[config.mk]
export PLATFORM = sky130hd
export DESIGN_NAME = digital_lock_param
export DESIGN_NICKNAME = d
export VERILOG_FILES = /design/src/rtl/digital_lock_param.sv
export SDC_FILE = /design/constraint.sdc
export NUM_CORES = 1
export LEC_CHECK = 0
export CAP_MARGIN = 20
export CORE_MARGIN = 8
export CORE_UTILIZATION = 35
export DETAILED_ROUTE_END_ITERATION = 12
export PLACE_DENSITY = 0.59
export RECOVER_POWER = 50
export SETUP_SLACK_MARGIN = 0.4
export SLEW_MARGIN = 20
export SYNTH_ARGS = -nofsm -noshare
export SYNTH_HDL_FRONTEND = slang
export SYNTH_SLANG_ARGS = --single-unit
[constraint.sdc]
create_clock -name clk -period 2 [get_ports clk]
set_input_delay 0.2 -clock clk [delete_from_list [all_inputs] [get_ports clk]]
set_output_delay 0.2 -clock clk [all_outputs]
set_load 0.01 [all_outputs]
[src/rtl/digital_lock_param.sv]
// digital_lock_param: parameterised BCD combination lock.
// The user builds a code one digit at a time (sel/inc/confirm) and submits it
// with enter. Repeated wrong codes trigger a timed lockout; a master code
// always unlocks; while unlocked with mode=1, enter stores a new user code.
module digital_lock_param #(
    parameter int                    N_DIGITS     = 4,
    parameter int                    MAX_FAIL     = 3,
    parameter int                    LOCK_CYCLES  = 1000,
    parameter logic [4*N_DIGITS-1:0] DEFAULT_CODE = 16'h1234,
    parameter logic [4*N_DIGITS-1:0] MASTER_CODE  = 16'h9999
) (
    input  logic                        clk,
    input  logic                        rst_btn,
    input  logic                        sel_btn,
    input  logic                        inc_btn,
    input  logic                        confirm,
    input  logic                        enter,
    input  logic                        mode,
    output logic [2:0]                  led_rgb,
    output logic [4*N_DIGITS-1:0]       entry_out,
    output logic [$clog2(N_DIGITS):0]   led_pos,
    output logic [3:0]                  led_digit,
    output logic [3:0]                  led_fail,
    output logic                        led_mode,
    output logic                        pgm_done
);

    localparam int CW = 4 * N_DIGITS;
    localparam int PW = $clog2(N_DIGITS);
    localparam int TW = $clog2(LOCK_CYCLES + 1);

    typedef enum logic [1:0] {
        ST_LOCKED   = 2'd0,
        ST_UNLOCKED = 2'd1,
        ST_LOCKOUT  = 2'd2
    } state_t;

    state_t          state;
    state_t          nxt_state;
    logic [CW-1:0]   stored;
    logic [CW-1:0]   entry;
    logic [CW-1:0]   entry_wr;
    logic [3:0]      digit;
    logic [3:0]      digit_inc;
    logic [PW-1:0]   pos;
    logic [PW-1:0]   pos_wrap;
    logic            pos_valid;
    logic [3:0]      fail;
    logic [3:0]      fail_inc;
    logic            fail_max;
    logic [TW-1:0]   timer;
    logic            timer_done;
    logic [2:0]      rgb_nxt;

    logic            prev_sel;
    logic            prev_inc;
    logic            prev_cfm;
    logic            prev_ent;
    logic            rise_sel;
    logic            rise_inc;
    logic            rise_cfm;
    logic            rise_ent;
    logic            ev_enter;
    logic            ev_confirm;
    logic            ev_sel;
    logic            ev_inc;
    logic            hit_user;
    logic            hit_master;

    // Button level history for rising-edge detection
    always_ff @(posedge clk) begin
        if (!rst_btn) begin
            prev_sel <= 1'b0;
            prev_inc <= 1'b0;
            prev_cfm <= 1'b0;
            prev_ent <= 1'b0;
        end else begin
            prev_sel <= sel_btn;
            prev_inc <= inc_btn;
            prev_cfm <= confirm;
            prev_ent <= enter;
        end
    end

    // Edge detection and same-cycle priority: enter > confirm > sel > inc
    always_comb begin
        rise_sel   = sel_btn & ~prev_sel;
        rise_inc   = inc_btn & ~prev_inc;
        rise_cfm   = confirm & ~prev_cfm;
        rise_ent   = enter   & ~prev_ent;
        ev_enter   = rise_ent;
        ev_confirm = rise_cfm & ~rise_ent;
        ev_sel     = rise_sel & ~rise_ent & ~rise_cfm;
        ev_inc     = rise_inc & ~rise_ent & ~rise_cfm & ~rise_sel;
    end

    // Digit editing helpers: wrapped counters and the buffer with nibble[pos] replaced
    always_comb begin
        digit_inc = (digit == 4'd9) ? 4'd0 : digit + 4'd1;
        pos_wrap  = (pos == PW'(N_DIGITS - 1)) ? '0 : pos + PW'(1);
        entry_wr  = entry;
        for (int unsigned i = 0; i < N_DIGITS; i++) begin
            if (pos == PW'(i)) begin
                entry_wr[CW-4-4*i +: 4] = digit;
            end
        end
    end

    // Code comparison, fail/timer status flags
    always_comb begin
        hit_user   = (entry == stored);
        hit_master = (entry == MASTER_CODE);
        fail_inc   = fail + 4'd1;
        fail_max   = (fail_inc == 4'(MAX_FAIL));
        timer_done = (timer <= TW'(1));
    end

    // Next-state decision; a master enter beats the lockout timeout
    always_comb begin
        nxt_state = state;
        case (state)
            ST_LOCKED: begin
                if (ev_enter) begin
                    if (hit_user || hit_master) begin
                        nxt_state = ST_UNLOCKED;
                    end else if (fail_max) begin
                        nxt_state = ST_LOCKOUT;
                    end
                end
            end
            ST_LOCKOUT: begin
                if (ev_enter && hit_master) begin
                    nxt_state = ST_UNLOCKED;
                end else if (timer_done) begin
                    nxt_state = ST_LOCKED;
                end
            end
            ST_UNLOCKED: begin
                if (ev_enter && !mode) begin
                    nxt_state = ST_LOCKED;
                end
            end
            default: nxt_state = ST_LOCKED;
        endcase
    end

    // LED colour for the state being entered
    always_comb begin
        rgb_nxt = 3'b100;
        case (nxt_state)
            ST_LOCKED:   rgb_nxt = 3'b100;
            ST_UNLOCKED: rgb_nxt = mode ? 3'b011 : 3'b010;
            ST_LOCKOUT:  rgb_nxt = 3'b001;
            default:     rgb_nxt = 3'b100;
        endcase
    end

    // Main FSM: state, entry editing, fail count, lockout timer, registered outputs
    always_ff @(posedge clk) begin
        if (!rst_btn) begin
            state     <= ST_LOCKED;
            stored    <= DEFAULT_CODE;
            entry     <= '0;
            digit     <= '0;
            pos       <= '0;
            pos_valid <= 1'b0;
            fail      <= '0;
            timer     <= '0;
            pgm_done  <= 1'b0;
            led_rgb   <= 3'b100;
            led_mode  <= 1'b0;
        end else begin
            state    <= nxt_state;
            led_rgb  <= rgb_nxt;
            led_mode <= mode;
            pgm_done <= 1'b0;

            // Entry editing; enter clears after the evaluation below has used the buffer
            if (ev_enter) begin
                entry     <= '0;
                digit     <= '0;
                pos_valid <= 1'b0;
            end else if (ev_confirm) begin
                if (pos_valid) begin
                    entry <= entry_wr;
                end
            end else if (ev_sel) begin
                digit     <= '0;
                pos       <= pos_valid ? pos_wrap : '0;
                pos_valid <= 1'b1;
            end else if (ev_inc && pos_valid) begin
                digit <= digit_inc;
            end

            case (state)
                ST_LOCKED: begin
                    if (ev_enter) begin
                        if (hit_user || hit_master) begin
                            fail <= '0;
                        end else begin
                            fail <= fail_inc;
                            if (fail_max) begin
                                timer <= TW'(LOCK_CYCLES);
                            end
                        end
                    end
                end
                ST_LOCKOUT: begin
                    if ((ev_enter && hit_master) || timer_done) begin
                        fail  <= '0;
                        timer <= '0;
                    end else begin
                        timer <= timer - TW'(1);
                    end
                end
                ST_UNLOCKED: begin
                    if (ev_enter && mode) begin
                        stored   <= entry;
                        pgm_done <= 1'b1;
                    end
                end
                default: begin
                    fail  <= '0;
                    timer <= '0;
                end
            endcase
        end
    end

    assign entry_out = entry;
    assign led_pos   = {pos_valid, pos};
    assign led_digit = digit;
    assign led_fail  = fail;

endmodule

==> flow_metrics.env <==
export IMPL_antenna_left=0
export IMPL_cpPeakStageDelay_ns=0.36
export IMPL_cp_start_kind="flop"
export IMPL_syn_area_per_cell_um2=8.30
export IMPL_syn_nets=379
export IMPL_grt_pass1_wl_um=14200
export IMPL_ys_seq_area_share_pct=42.7
export IMPL_rows=33
export IMPL_yosys_warnings=0
export IMPL_synth_seq_cells=64
export IMPL_drive_gt1_share_pct=35.7
export IMPL_cp_max_fo=3
export IMPL_die_y_um=109
export IMPL_vias_per_cell=5.17
export IMPL_initial_core_util_pct=36.3
export IMPL_ys_types=48
export IMPL_antenna_found_initial=0
export IMPL_power_frac_comb_pct=10.7
export IMPL_numPortBuffers=38
export IMPL_seq_area_mm2=0.00134
export IMPL_drtIter0Drc=113
export IMPL_syn_area_mm2=0.00300
export IMPL_drc=0
export IMPL_crit_path_end_kind="flop"
export IMPL_io_pins=39
export IMPL_synth_edf_count=0
export IMPL_min_from="inc_btn"
export IMPL_clock_fmax_ghz=0.492
export IMPL_hold_viol=0
export IMPL_grt_ovfl_total=0
export IMPL_p_sw_share_pct=24.5
export IMPL_syn_inst=361
export IMPL_r2r_start="entry_out[1]"
export IMPL_clock_sinks=64
export IMPL_intPower_w=0.00198
export IMPL_holdPathStages=2
export IMPL_place_ws_ns=-0.105
export IMPL_slowest_stage="dfxtp_4"
export IMPL_root_buffer="clkbuf_8"
export IMPL_dr_pass1_iters=4
export IMPL_violations="setup timing"
export IMPL_status="finished, violations left"
export IMPL_routedWlPerCell_um=15.7
export IMPL_cts_tree="built"
export IMPL_p_per_area_mw_per_mm2=582
export IMPL_nNetsFinal=470
export IMPL_area_growth_pct=50.0
export IMPL_p_switching_w=0.000641
export IMPL_synth_ff_type="dfxtp_1"
export IMPL_fillers=752
export IMPL_clkTransAtPathRegs_ns=0.07
export IMPL_grt_pass1_vias=2817
export IMPL_setup_viol=2
export IMPL_place_hpwl_um=6080
export IMPL_crit_buf_inv=0
export IMPL_required_ns=2.28
export IMPL_gp_congestion=0.812
export IMPL_vdd_drop_max_mv=0.325
export IMPL_period_share_pct=102
export IMPL_max_slew_margin_rel_pct=64.6
export IMPL_antenna_cells=0
export IMPL_fin_crit_ns=2.03
export IMPL_worstReg2RegEnd="led_rgb[0]"
export IMPL_crit_type="flop to flop"
export IMPL_worstMarginPinSlew_ns=0.526
export IMPL_htree_num_levels=3
export IMPL_rsz0062_at_grt="yes"
export IMPL_p_leak_nw=1.82
export IMPL_holdBufCountCts=0
export IMPL_maxCapViolations=0
export IMPL_die_area_mm2=0.0118
export IMPL_grt_start_max_net_pins=21
export IMPL_fin_total_pwr_w=0.00262
export IMPL_setup_slack_ns=-0.0313
export IMPL_async_flop_share_pct=0
export IMPL_worst_skew_pair_late_latency_ns=0.35
export IMPL_drv_slew=0
export IMPL_crit_family="simple AND/OR/NAND/NOR gates"
export IMPL_rrSetupSlack_ns=-0.03
export IMPL_cp_arrival_ns=2.32
export IMPL_cts_buffers=9
export IMPL_cts_path_max_buffers=2
export IMPL_grt_use_total_pct=15.2
export IMPL_cp_cell_sequence="xnor2_1 > nand4_1 > nor4_4 > a21oi_1 > o31a_1 > ha_1 > nand2b_4 > nor2_1"
export IMPL_multi_input_area_mm2=0.00192
export IMPL_hold_end="prev_inc"
export IMPL_power_frac_seq_pct=49.6
export IMPL_p_clk_share_pct=39.7
export IMPL_wirelength_um=8810
export IMPL_vias=2907
export IMPL_hp_class="primary input to flop"
export IMPL_fp_dieW_um=109
export IMPL_core_area_mm2=0.00826
export IMPL_reg2regPathDepth=8
export IMPL_finClkSkew_ns=0.0131
-- what timing repair did --
item,4_1_cts,5_1_grt
pin swaps,29,18
buffers inserted,10,3
cloned,0,1
resized for setup,51,49
setup endpoints to repair,32,54
-- area by class of cell --
| type | instances | area share (%) |
|---|---|---|
| tap | 105 | 2.92 |
| multi-input combinational | 268 | 42.8 |
| clock inverter | 2 | 0.278 |
| sequential | 64 | 29.8 |
| inverter | 12 | 1.00 |
| clock buffer | 14 | 3.84 |
| timing repair buffer | 97 | 19.4 |
-- synth_stat cells, types with 2 or more instances --
cell	n	area, µm²
nand2b_1	3	18.8
nor2_1	19	71.3
dfxtp_1	64	1280
a211oi_1	6	45.0
o32ai_1	2	17.5
a21o_1	2	15.0
clkbuf_1	14	52.6
nand2_1	69	259
inv_1	12	45.0
and2_1	6	37.5
xor2_1	2	17.5
nand3_1	28	140
and3_1	2	12.5
o22ai_1	3	18.8
nor4b_1	2	17.5
o21ai_0	6	30.0
buf_2	2	10.0
nor2b_1	6	37.5
nor3_1	11	55.1
nand4_1	6	37.5
nor3b_1	3	22.5
o41ai_1	2	17.5
xnor2_1	19	166
ha_1	11	138
a21oi_1	37	185
nor4bb_1	2	20.0
-- sequential cells by signal (all words and copies together) (netlist names) --
register	cells
entry_out	16
led_digit	4
led_fail	4
led_mode	1
led_rgb	3
pgm_done	1
pos	2
pos_valid	1
prev_cfm	1
prev_ent	1
prev_inc	1
prev_sel	1
state	2
stored	16
timer	10
-- power by group through the flow --
stage / registers, W / clock network (W) / logic [W]
2_1_floorplan: 0.00133 / 0 / 0.000126
5_1_grt: 0.00130 / 0.00111 / 0.000302
3_5_place_dp: 0.00133 / 0 / 0.000217
3_3_place_gp: 0.00133 / 0 / 0.000215
6_report: 0.00130 / 0.00104 / 0.000279
4_1_cts: 0.00130 / 0.00106 / 0.000256
-- layer usage --
metal  routed length (µm)  vias up  global-route usage (%)
met5                    0        -                       0
met4                  145        0                    6.94
met3                  296       11                    2.68
met2                 4170       54                    23.5
met1                 4200     1404                    20.2
li1                     -     1438                       -
-- metrics by stage --
stage	utilization [%]	TNS (ns)	instances	hold slack (ns)	instance area [µm²]
after global placement	46.8	-0.0499	532	0.454	3870
after global routing	54.5	-0.475	562	0.467	4500
after floorplan	-	-0.00333	361	0.322	3090
final	54.5	-0.0438	562	0.435	4500
after detailed placement	46.8	-0.161	532	0.462	3870
after CTS	52.1	-0.0720	558	0.426	4300
-- logic make-up (layout without fill, tap and decap cells) --
family,after synthesis,count (layout),synth area share [%]
AO/OA/AOI/OAI,65,65,13.6
AND/OR/NAND/NOR,171,171,29.0
buffers and inverters,29,125,3.84
XOR/XNOR,21,21,6.14
adder cells (fa/ha/maj),11,11,4.59
flip-flops,64,64,42.7
-- worst max-delay path by stage --
stage          slack [ns]    endpoint  cells past startpoint    startpoint
6_report            -0.03  led_rgb[0]                      8  entry_out[1]
5_1_grt             -0.20  led_rgb[0]                      8  entry_out[9]
4_1_cts             -0.05  led_rgb[0]                      8  entry_out[5]
3_5_place_dp        -0.11  led_rgb[0]                      8  entry_out[9]
3_3_place_gp        -0.04  led_rgb[0]                      8  entry_out[1]
2_1_floorplan      -0.003  led_rgb[0]                      9      timer[2]
-- placed cells by master (no fill, tap or decap), types with 8 or more instances in the layout --
cell,Yosys,routed
a21oi_1,37,32
buf_4,1,49
buf_6,0,8
clkbuf_8,0,12
clkdlybuf4s50_1,0,26
dfxtp_1,64,33
dfxtp_2,0,23
dfxtp_4,0,8
dlymetal6s2s_1,0,8
inv_1,12,10
nand2_1,69,65
nand3_1,28,26
nor2_1,19,15
xnor2_1,19,15
Note: power is estimated with default switching activity, not from simulation.
